==> src/rtl/cva5_types.sv <==
// Shared walker types: FSM states, PTE permission bundle and
// PTE field positions used by the Sv32 page walker.
package cva5_types;
    typedef enum logic [2:0] {
        IDLE,
        L1_REQ,
        L1_WAIT,
        L0_REQ,
        L0_WAIT,
        RESP
    } ptw_state_t;

    typedef struct packed {
        logic d;
        logic a;
        logic g;
        logic u;
        logic x;
        logic w;
        logic r;
    } pte_perms_t;

    localparam int PTE_V = 0;
    localparam int PTE_R = 1;
    localparam int PTE_W = 2;
    localparam int PTE_X = 3;
    localparam int PTE_U = 4;
    localparam int PTE_G = 5;
    localparam int PTE_A = 6;
    localparam int PTE_D = 7;

    localparam int PPN0_LSB = 10;
    localparam int PPN0_MSB = 19;
    localparam int PPN1_LSB = 20;
    localparam int PPN1_MSB = 29;

    localparam logic [1:0] PRIV_U = 2'b00;
endpackage

==> src/rtl/perms_check.sv <==
// Leaf PTE access check: access type, MXR, SUM and
// user/supervisor ownership rules.
module perms_check
    import cva5_types::*;
(
    input  pte_perms_t perms,
    input  logic       rnw,
    input  logic       execute,
    input  logic       mxr,
    input  logic       sum,
    input  logic [1:0] privilege,
    output logic       pass
);
    logic user_ok;
    logic access_ok;
    logic unused_g;

    assign unused_g = perms.g;

    always_comb begin
        user_ok   = 1'b0;
        access_ok = 1'b0;
        if (privilege == PRIV_U)
            user_ok = perms.u;
        else
            user_ok = ~perms.u | (sum & ~execute);
        if (execute)
            access_ok = perms.x;
        else if (rnw)
            access_ok = perms.r | (mxr & perms.x);
        else
            access_ok = perms.w & perms.d;
    end

    assign pass = user_ok & access_ok & perms.a;
endmodule

==> src/rtl/sv32_page_walker.sv <==
// Sv32 two-level page-table walker: one refill or one fault
// pulse per accepted TLB miss, with abortable walks.
module sv32_page_walker
    import cva5_types::*;
(
    input  logic        clk,
    input  logic        rst,
    input  logic        request,
    input  logic [31:0] virtual_address,
    input  logic        rnw,
    input  logic        execute,
    output logic        ready,
    input  logic        abort,
    input  logic [19:0] satp_ppn,
    input  logic        mxr,
    input  logic        sum,
    input  logic [1:0]  privilege,
    output logic        write_entry,
    output logic [19:0] upper_physical_address,
    output logic        superpage,
    output pte_perms_t  perms,
    output logic        is_fault,
    output logic        mem_request,
    output logic [31:0] mem_addr,
    input  logic        mem_ack,
    input  logic        mem_rvalid,
    input  logic [31:0] mem_rdata
);
    ptw_state_t  state, next_state;
    logic [9:0]  vpn0, vpn0_n;
    logic        rnw_r, rnw_n;
    logic        execute_r, execute_n;
    logic        abort_pending, abort_pending_n;
    logic [31:0] mem_addr_n;
    logic [19:0] upa_n;
    logic        superpage_n, write_entry_n, is_fault_n;
    pte_perms_t  perms_n, pte, pte_check;
    logic        level1, leaf, perm_ok, fault, unused_bits;

    assign unused_bits = ^{virtual_address[11:0], mem_rdata[9:8]};

    assign pte = '{d: mem_rdata[PTE_D], a: mem_rdata[PTE_A],
                   g: mem_rdata[PTE_G], u: mem_rdata[PTE_U],
                   x: mem_rdata[PTE_X], w: mem_rdata[PTE_W],
                   r: mem_rdata[PTE_R]};

    // A is faulted separately, so the checker only judges access rights
    assign pte_check = '{d: pte.d, a: 1'b1, g: pte.g, u: pte.u,
                         x: pte.x, w: pte.w, r: pte.r};

    perms_check u_perms_check (
        .perms     (pte_check),
        .rnw       (rnw_r),
        .execute   (execute_r),
        .mxr       (mxr),
        .sum       (sum),
        .privilege (privilege),
        .pass      (perm_ok)
    );

    assign level1 = (state == L1_WAIT);
    assign leaf   = pte.r | pte.x;
    assign fault  = ~mem_rdata[PTE_V]
                  | (~pte.r & pte.w)
                  | (|mem_rdata[31:30])
                  | (leaf & ~pte.a)
                  | (leaf & ~rnw_r & ~execute_r & ~pte.d)
                  | (leaf & ~perm_ok)
                  | (level1 & leaf & (|mem_rdata[PPN0_MSB:PPN0_LSB]))
                  | (~level1 & ~leaf);

    assign ready       = (state == IDLE);
    assign mem_request = (state == L1_REQ) || (state == L0_REQ);

    always_comb begin
        next_state      = state;
        vpn0_n          = vpn0;
        rnw_n           = rnw_r;
        execute_n       = execute_r;
        abort_pending_n = abort_pending;
        mem_addr_n      = mem_addr;
        upa_n           = upper_physical_address;
        superpage_n     = superpage;
        perms_n         = perms;
        write_entry_n   = 1'b0;
        is_fault_n      = 1'b0;
        unique case (state)
            IDLE: begin
                if (request && !abort) begin
                    vpn0_n     = virtual_address[21:12];
                    rnw_n      = rnw;
                    execute_n  = execute;
                    mem_addr_n = {satp_ppn, virtual_address[31:22], 2'b00};
                    next_state = L1_REQ;
                end
            end
            L1_REQ, L0_REQ: begin
                if (abort)
                    abort_pending_n = 1'b1;
                if (mem_ack)
                    next_state = (state == L1_REQ) ? L1_WAIT : L0_WAIT;
            end
            L1_WAIT, L0_WAIT: begin
                if (abort)
                    abort_pending_n = 1'b1;
                if (mem_rvalid) begin
                    if (abort || abort_pending) begin
                        abort_pending_n = 1'b0;
                        next_state      = IDLE;
                    end else if (fault) begin
                        is_fault_n = 1'b1;
                        next_state = RESP;
                    end else if (!leaf) begin
                        mem_addr_n = {mem_rdata[PPN1_MSB:PPN0_LSB], vpn0, 2'b00};
                        next_state = L0_REQ;
                    end else begin
                        write_entry_n = 1'b1;
                        perms_n       = pte;
                        superpage_n   = level1;
                        upa_n         = level1
                            ? {mem_rdata[PPN1_MSB:PPN1_LSB], 10'b0}
                            : mem_rdata[PPN1_MSB:PPN0_LSB];
                        next_state    = RESP;
                    end
                end
            end
            RESP: next_state = IDLE;
            default: next_state = IDLE;
        endcase
    end

    always_ff @(posedge clk or posedge rst) begin
        if (rst) begin
            state                  <= IDLE;
            vpn0                   <= '0;
            rnw_r                  <= 1'b0;
            execute_r              <= 1'b0;
            abort_pending          <= 1'b0;
            mem_addr               <= '0;
            upper_physical_address <= '0;
            superpage              <= 1'b0;
            perms                  <= '0;
            write_entry            <= 1'b0;
            is_fault               <= 1'b0;
        end else begin
            state                  <= next_state;
            vpn0                   <= vpn0_n;
            rnw_r                  <= rnw_n;
            execute_r              <= execute_n;
            abort_pending          <= abort_pending_n;
            mem_addr               <= mem_addr_n;
            upper_physical_address <= upa_n;
            superpage              <= superpage_n;
            perms                  <= perms_n;
            write_entry            <= write_entry_n;
            is_fault               <= is_fault_n;
        end
    end

    a_request_when_ready: assert property (
        @(posedge clk) disable iff (rst) request |-> ready
    );
endmodule

==> config.mk <==
export PLATFORM = sky130hd
export DESIGN_NAME = sv32_page_walker
export DESIGN_NICKNAME = d
export VERILOG_FILES = /design/src/rtl/cva5_types.sv /design/src/rtl/perms_check.sv /design/src/rtl/sv32_page_walker.sv
export SDC_FILE = /design/constraint.sdc
export NUM_CORES = 1
export LEC_CHECK = 0
export CAP_MARGIN = 20
export CORE_MARGIN = 1
export CORE_UTILIZATION = 42
export DETAILED_ROUTE_END_ITERATION = 8
export GPL_TIMING_DRIVEN = 0
export PLACE_DENSITY = 0.77
export SYNTH_ARGS = -nofsm -noshare
export SYNTH_HDL_FRONTEND = slang
export SYNTH_SLANG_ARGS = --single-unit
==> constraint.sdc <==
create_clock -name clk -period 3.47 [get_ports clk]
set_input_delay 0.8675 -clock clk [delete_from_list [all_inputs] [get_ports clk]]
set_output_delay 0.8675 -clock clk [all_outputs]
set_load 0.01 [all_outputs]
==> tab_implementation.tex, run 1 <==
\begin{tabular}{lr}
\hline
Metric & Value \\
\hline
\multicolumn{2}{l}{\textbf{Cells and area}} \\
Net total in the final layout & 519 \\
FILL cells & 638 \\
Layout cells sized above 1 & 0.265 \\
Combined flip-flop and latch cell area & 0.00190 mm\^{}2 \\
Final core utilization & 0.656 \\
Final instance count without filler cells & 532 \\
Area of the multi-input gates & 0.00166 mm\^{}2 \\
ANT cells & 0 \\
Final cell area excluding filler cells & 0.00547 mm\^{}2 \\
Synth-to-layout area growth & 48.9\% \\
\multicolumn{2}{l}{\textbf{Synthesis}} \\
Portion of the post-synthesis area used by sequential elements & 0.517 \\
Post-synthesis sequential element count & 76 \\
YS warnings & 0 \\
Avg Inst Size Synth & 13.8 um\^{}2 \\
Number of library cell types mapped by synthesis & 37 \\
Post-synth design cell area & 0.00368 mm\^{}2 \\
Cell count after synthesis & 267 \\
\multicolumn{2}{l}{\textbf{STA}} \\
Min Tclk post-route & 2.83 ns \\
Min setup slack post-route & 0.638 ns \\
Crit share post-route & 0.816 \\
Worst slack on hold paths & 0.478 ns \\
Max Clock Skew & 0.0131 ns \\
Setup repair after global routing missed its margin & no \\
Count of endpoints failing setup in the final report & 0 \\
Slew of the pin with the lowest slew margin & 0.618 ns \\
Number of pins with negative max-slew slack in the final report & 0 \\
Relative max-transition margin & 0.588 \\
Final Hold Viols & 0 \\
Highest clock rate & 0.353 GHz \\
Setup TNS & 0 ns \\
\multicolumn{2}{l}{\textbf{Die}} \\
Area of the core & 0.00834 mm\^{}2 \\
Number of placement rows & 33 \\
Chip Width & 95.6 um \\
Floorplan die area & 0.00913 mm\^{}2 \\
Die H & 95.6 um \\
Number of placed I/O pins & 160 \\
Starting density of the core & 0.441 \\
\multicolumn{2}{l}{\textbf{Power and ir drop}} \\
Maximum resistive drop on vdd & 0.000439 V \\
Power per Cell Area & 683 mW/mm\^{}2 \\
Static power due to leakage & 2.37 nW \\
Overall power consumption & 3.74 mW \\
\multicolumn{2}{l}{\textbf{Routing}} \\
Remaining number of nets flagged by the antenna check after routing & 0 \\
Post-Route WL & 8740 um \\
Average wire per cell in the routed design & 16.4 um \\
Routed met3 length & 584 um \\
Number of DRC markers after the initial detailed-route iteration & 63 \\
Metal2 WL & 4500 um \\
Vias per cell & 5.00 \\
Detailed-route via count & 2659 \\
Router iterations before antenna repair & 4 \\
Routed length on met1 & 3590 um \\
DR DRC count & 0 \\
Highest signal layer in the routed design & met4 \\
\multicolumn{2}{l}{\textbf{Setup path}} \\
Count of cells along the worst register-to-register path & 7 \\
Required time of the worst setup path & 3.68 ns \\
Worst R2R End & mem\_addr[15] \\
Crit. Startpoint & mem\_rdata[19] \\
Startpoint of the worst register-to-register path & state[2] \\
CP Data Arrival Time & 3.04 ns \\
Critical path endpoint & upper\_physical\_address[18] \\
Critical path endpoint category & flop \\
Reg2reg setup slack & 1.09 ns \\
Critical Path Source Type & input port \\
Setup CP Type & input port to flop \\
Top fanout value on the critical path & 10 \\
\multicolumn{2}{l}{\textbf{Place}} \\
Half-perimeter wire length of the detailed placement result & 6730 um \\
Cell count after placement & 517 \\
Placed cell areas & 0.00527 mm\^{}2 \\
Setup Slack @ Placement & 0.276 ns \\
Count of buffers inserted at the top-level ports & 143 \\
Routability cong. & 0.813 \\
\multicolumn{2}{l}{\textbf{Global route}} \\
Overall routing resource usage & 0.202 \\
Number of antenna violations at the first check in global routing & 0 \\
Wire length of the first global-routing pass & 13900 um \\
Final global-route overflow total & 0 \\
Vias in the first global route & 2910 \\
Maximum number of pins on one net before global-route repair & 61 \\
\multicolumn{2}{l}{\textbf{Clock tree}} \\
Post-CTS setup buffer count & 0 \\
Clock net sink count & 76 \\
Bufs on Longest Clock Path & 2 \\
TritonCTS buffer count & 9 \\
Clock H-tree levels & 3 \\
TritonCTS clock tree & done \\
Clock latency of the later-clocked register in the worst-skew pair & 0.34 ns \\
PostCTS Resize Cnt & 0 \\
Hold-fix buffers at CTS & 0 \\
Clock slew seen by the registers of the worst setup and hold paths & 0.07 ns \\
Cell chosen for the clock root & sky130\_fd\_sc\_hd\_\_clkbuf\_8 \\
\multicolumn{2}{l}{\textbf{Hold path}} \\
Worst min-delay path category & flop to flop \\
Startpoint of the worst hold path & perms[5] \\
\multicolumn{2}{l}{\textbf{Run status}} \\
Outcome & completed \\
\multicolumn{2}{l}{\textbf{Job}} \\
Max-capacitance violation count & 0 \\
\hline
\end{tabular}
-- routing by layer --
metal  vias to the layer above  GRT usage
met1                      1299      0.237
met4                         0     0.0560
met5                         -          0
met3                         5     0.0558
met2                        88      0.361
li1                       1267          -
-- flip-flops by register name (all words and copies together), names as in the netlist --
| register | flops |
|---|---|
| vpn0 | 10 |
| write_entry | 1 |
| rnw_r | 1 |
| perms | 7 |
| execute_r | 1 |
| mem_addr | 30 |
| state | 3 |
| abort_pending | 1 |
| upper_physical_address | 20 |
| superpage | 1 |
| is_fault | 1 |
-- critical path, stage by stage --
cell and delay (ns):
sky130_fd_sc_hd__clkdlybuf4s50_1 0.45, sky130_fd_sc_hd__nor4_1 0.40, sky130_fd_sc_hd__nand3_1 0.14, sky130_fd_sc_hd__a211oi_2 0.39
sky130_fd_sc_hd__nand3_4 0.25, sky130_fd_sc_hd__buf_6 0.24, sky130_fd_sc_hd__mux2_4 0.30
-- area by class of cell --
class,count,share of cell area
multi-input cells,171,0.304
clock buffers,11,0.0277
flip-flops and latches,76,0.348
plain buffers,15,0.0167
inverters,6,0.00457
well taps,105,0.0240
repair buffers,144,0.267
clock inverters,4,0.00892
-- cell usage in the layout, fill, tap and decap left out, drive strengths merged, types with 3 or more instances in the layout --
cell type / instances
a21oi: 10
buf: 11
clkbuf: 16
clkdlybuf4s50: 143
clkinv: 3
dfrtp: 76
inv: 6
mux2: 100
nand2: 4
nand2b: 6
nand3: 3
nor2: 7
nor2b: 12
nor3b: 3
o21ai: 5
o22ai: 3
-- Yosys cell counts (all sizes together) --
library cell,n,share of area
a211oi,2,0.0068
o31ai,1,0.0020
o21ai,5,0.0068
nor2,7,0.0071
o2bb2ai,1,0.0024
a221oi,1,0.0024
inv,6,0.0061
nor4,2,0.0034
and3,2,0.0034
clkbuf,5,0.0051
a21oi,10,0.017
nor2b,12,0.020
nor3b,3,0.011
buf,10,0.020
nand2b,6,0.012
nand4,2,0.0034
o22a,2,0.0048
a21o,1,0.0020
nor3,1,0.0014
conb,1,0.0010
nand3,3,0.0075
o22ai,3,0.0051
a32oi,1,0.0024
mux2,100,0.33
dfrtp,76,0.52
nand2,4,0.0041
-- cell families (layout without fill, tap and decap cells) --
kind of cell / after synthesis / after routing / share of synthesized area
flops: 76 / 76 / 0.517
other cells: 1 / 2 / 0.00102
compound gates: 27 / 27 / 0.0514
buf+inv: 21 / 180 / 0.0310
simple gates: 42 / 42 / 0.0735
mux: 100 / 100 / 0.326
-- report_power, final --
group	internal (mW)	switching (mW)	leakage (nW)
logic	1.01	0.726	1.30
clock network	0.367	0.312	0.105
registers	1.18	0.149	0.965
total	2.55	1.19	2.37
-- how the worst min path moves through the flow --
stage	to	depth (start not counted)
detailed placement	perms[5]	1
finish	perms[5]	1
CTS	perms[5]	1
global placement	perms[5]	1
global route	mem_addr[22]	1
floorplan	vpn0[7]	1
(Power assumes the default switching activity.)
==> inputs of run 2 (changes only) <==
==> constraint.sdc (replaced) <==
create_clock -name clk -period 2.8 [get_ports clk]
set_input_delay 0.7 -clock clk [delete_from_list [all_inputs] [get_ports clk]]
set_output_delay 0.7 -clock clk [all_outputs]
set_load 0.01 [all_outputs]
==> run 2 against run 1 <==
  * First-iteration DRC count stayed put
  * Flip-flop and latch count stayed put
  * Largest cell class unchanged
  * Non-clock buffer count stayed put
  * Global-route usage stayed put
  * Largest power group unchanged
  * Die area stayed put
==> tab_implementation.tex, run 2 (synthesis results as in run 1) <==
\begin{tabular}{lr}
\hline
Metric & Value \\
\hline
\multicolumn{2}{l}{\textbf{Routing}} \\
Router iterations before antenna repair & 4 (unchanged) \\
Number of DRC markers after the initial detailed-route iteration & 63 (unchanged) \\
Post-Route WL & 8740 um (about the same) \\
Vias per cell & 5.00 (unchanged) \\
DR DRC count & 0 (unchanged) \\
Average wire per cell in the routed design & 16.4 um (about the same) \\
Remaining number of nets flagged by the antenna check after routing & 0 (unchanged) \\
Detailed-route via count & 2659 (unchanged) \\
\multicolumn{2}{l}{\textbf{Power and ir drop}} \\
Overall power consumption & 4.63 mW (+24\%) \\
Power per Cell Area & 846 mW/mm\^{}2 (+24\%) \\
Static power due to leakage & 2.37 nW (+0.13\%) \\
Maximum resistive drop on vdd & 0.000544 V (+24\%) \\
\multicolumn{2}{l}{\textbf{Place}} \\
Routability cong. & 0.813 (unchanged) \\
Setup Slack @ Placement & -0.227 ns (-0.503 ns) \\
Half-perimeter wire length of the detailed placement result & 6730 um (unchanged) \\
Count of buffers inserted at the top-level ports & 143 (unchanged) \\
\multicolumn{2}{l}{\textbf{STA}} \\
Final Hold Viols & 0 (unchanged) \\
Min setup slack post-route & 0.136 ns (-0.503 ns) \\
Max Clock Skew & 0.0131 ns (unchanged) \\
Min Tclk post-route & 2.66 ns \\
Crit share post-route & 0.952 \\
Count of endpoints failing setup in the final report & 0 (unchanged) \\
Setup TNS & 0 ns (unchanged) \\
Highest clock rate & 0.375 GHz \\
Slew of the pin with the lowest slew margin & 0.618 ns (+0.0000150 ns) \\
Worst slack on hold paths & 0.478 ns (unchanged) \\
Setup repair after global routing missed its margin & no \\
Relative max-transition margin & 0.588 (about the same) \\
Number of pins with negative max-slew slack in the final report & 0 (unchanged) \\
\multicolumn{2}{l}{\textbf{Clock tree}} \\
Clock H-tree levels & 3 (unchanged) \\
Clock net sink count & 76 (unchanged) \\
TritonCTS clock tree & done \\
Clock latency of the later-clocked register in the worst-skew pair & 0.34 ns (about the same) \\
TritonCTS buffer count & 9 (unchanged) \\
Cell chosen for the clock root & sky130\_fd\_sc\_hd\_\_clkbuf\_8 \\
Clock slew seen by the registers of the worst setup and hold paths & 0.07 ns (about the same) \\
Bufs on Longest Clock Path & 2 (unchanged) \\
\multicolumn{2}{l}{\textbf{Setup path}} \\
Critical Path Max Stage Delay & 0.45 ns (about the same) \\
CP Data Arrival Time & 2.87 ns (-0.17 ns) \\
Buf/Inv on CP & 2 (unchanged) \\
Required time of the worst setup path & 3.01 ns (-0.67 ns) \\
Largest delay share family, worst path & simple AND/OR/NAND/NOR gates \\
Critical path endpoint category & flop \\
Critical Path Source Type & input port \\
Setup CP Type & input port to flop \\
Top fanout value on the critical path & 10 (unchanged) \\
Cell with the biggest individual delay on the critical path & sky130\_fd\_sc\_hd\_\_clkdlybuf4s50\_1 \\
Cell-by-cell trace of the critical path & clkdlybuf4s50\_1 -> nor4\_1 -> nand3\_1 -> a211oi\_2 -> nand3\_4 -> buf\_6 -> mux2\_4 \\
\multicolumn{2}{l}{\textbf{Job}} \\
Max-capacitance violation count & 0 (unchanged) \\
\multicolumn{2}{l}{\textbf{Hold path}} \\
Worst min-delay path category & flop to flop \\
\multicolumn{2}{l}{\textbf{Cells and area}} \\
Final core utilization & 0.656 (about the same) \\
Register with the highest flop count & mem\_addr \\
FILL cells & 640 (+0.31\%) \\
Top flop regs & mem\_addr (30), upper\_physical\_address (20), vpn0 (10) \\
Net total in the final layout & 519 (unchanged) \\
Layout cells sized above 1 & 0.267 (+0.00234) \\
Leading cell types in the layout, fill and taps excluded & sky130\_fd\_sc\_hd\_\_clkdlybuf4s50\_1, sky130\_fd\_sc\_hd\_\_dfrtp\_1, sky130\_fd\_sc\_hd\_\_mux2\_2, sky130\_fd\_sc\_hd\_\_mux2\_1, sky130\_fd\_sc\_hd\_\_mux2\_4 \\
ANT cells & 0 (unchanged) \\
Largest register FFs & 30 (unchanged) \\
Synth-to-layout area growth & 48.9\% (about the same) \\
Commonest non-fill, non-tap cell in the layout & sky130\_fd\_sc\_hd\_\_clkdlybuf4s50\_1 \\
\multicolumn{2}{l}{\textbf{Global route}} \\
Wire length of the first global-routing pass & 13900 um (unchanged) \\
Final global-route overflow total & 0 (unchanged) \\
Vias in the first global route & 2910 (unchanged) \\
Overall routing resource usage & 0.202 (unchanged) \\
Maximum number of pins on one net before global-route repair & 61 (unchanged) \\
Number of antenna violations at the first check in global routing & 0 (unchanged) \\
\multicolumn{2}{l}{\textbf{Run status}} \\
Outcome & completed \\
\multicolumn{2}{l}{\textbf{Die}} \\
Chip Width & 95.6 um (unchanged) \\
Die H & 95.6 um (unchanged) \\
Area of the core & 0.00834 mm\^{}2 (unchanged) \\
Number of placement rows & 33 (unchanged) \\
Starting density of the core & 0.441 (unchanged) \\
Number of placed I/O pins & 160 (unchanged) \\
Floorplan die area & 0.00913 mm\^{}2 (unchanged) \\
\hline
\end{tabular}
==> run 2: cell count changes in the layout (fill, tap and decap cells not counted) <==
cell / delta
sky130_fd_sc_hd__buf_1: -1
sky130_fd_sc_hd__clkbuf_2: +1
==> run 2: per-stage QoR <==
step                      cell area [um^2]  std cells
final                                 5470        532
after global routing                  5470        532
after CTS                             5470        532
after detailed placement              5270        517
after global placement                5240        516
after floorplan                       3680        268
==> run 2: path summary, 6_finish.rpt <==
path	from	endpoint	slack [ns]	cells past startpoint
min in group asynchronous	rst	upper_physical_address[16]	0.64	2
max in group asynchronous	rst	mem_addr[14]	1.58	3
hold reg to reg	perms[5]	perms[5]	0.48	1
setup / recovery	mem_rdata[19]	upper_physical_address[18]	0.14	7
hold / removal	perms[5]	perms[5]	0.48	1
setup reg to reg	state[2]	mem_addr[15]	0.43	7
==> run 2: final cells by class <==
class                   instances  area [um^2]  area share
plain buffers                  15         92.6      0.0169
well taps                     105          131      0.0240
inverters                       6         25.0     0.00457
clock inverters                 4         48.8     0.00891
repair buffers                144         1460       0.267
flip-flops and latches         76         1900       0.347
multi-input cells             171         1660       0.304
clock buffers                  11          151      0.0277
==> run 2: metal layers <==
metal | global-route usage | part of all wire | vias up
li1 | - | - | 1267
met1 | 0.237 | 0.41 | 1299
met2 | 0.361 | 0.52 | 88
met3 | 0.0558 | 0.067 | 5
met4 | 0.0560 | 0.0074 | 0
met5 | 0 | 0 | -
==> run 2: worst register-to-register path, delay by kind of cell, from the launching register on <==
| family | cells | cell delay (ns) |
|---|---|---|
| compound gates | 1 | 0.18 |
| buf+inv | 2 | 0.45 |
| flops | 1 | 0.40 |
| mux | 1 | 0.37 |
| simple gates | 3 | 0.86 |
==> run 2: report_power, final <==
| part | switching [mW] | leakage, nW | internal (mW) |
|---|---|---|---|
| Sequential | 0.185 | 0.965 | 1.46 |
| Combinational | 0.900 | 1.30 | 1.25 |
| Clock | 0.386 | 0.105 | 0.455 |
| Total | 1.47 | 2.37 | 3.16 |
==> run 2: what timing repair did <==
item	in CTS	in global routing
hold buffers	0	0
setup endpoints to repair	0	1
gates resized for setup	0	1
buffers inserted	0	0
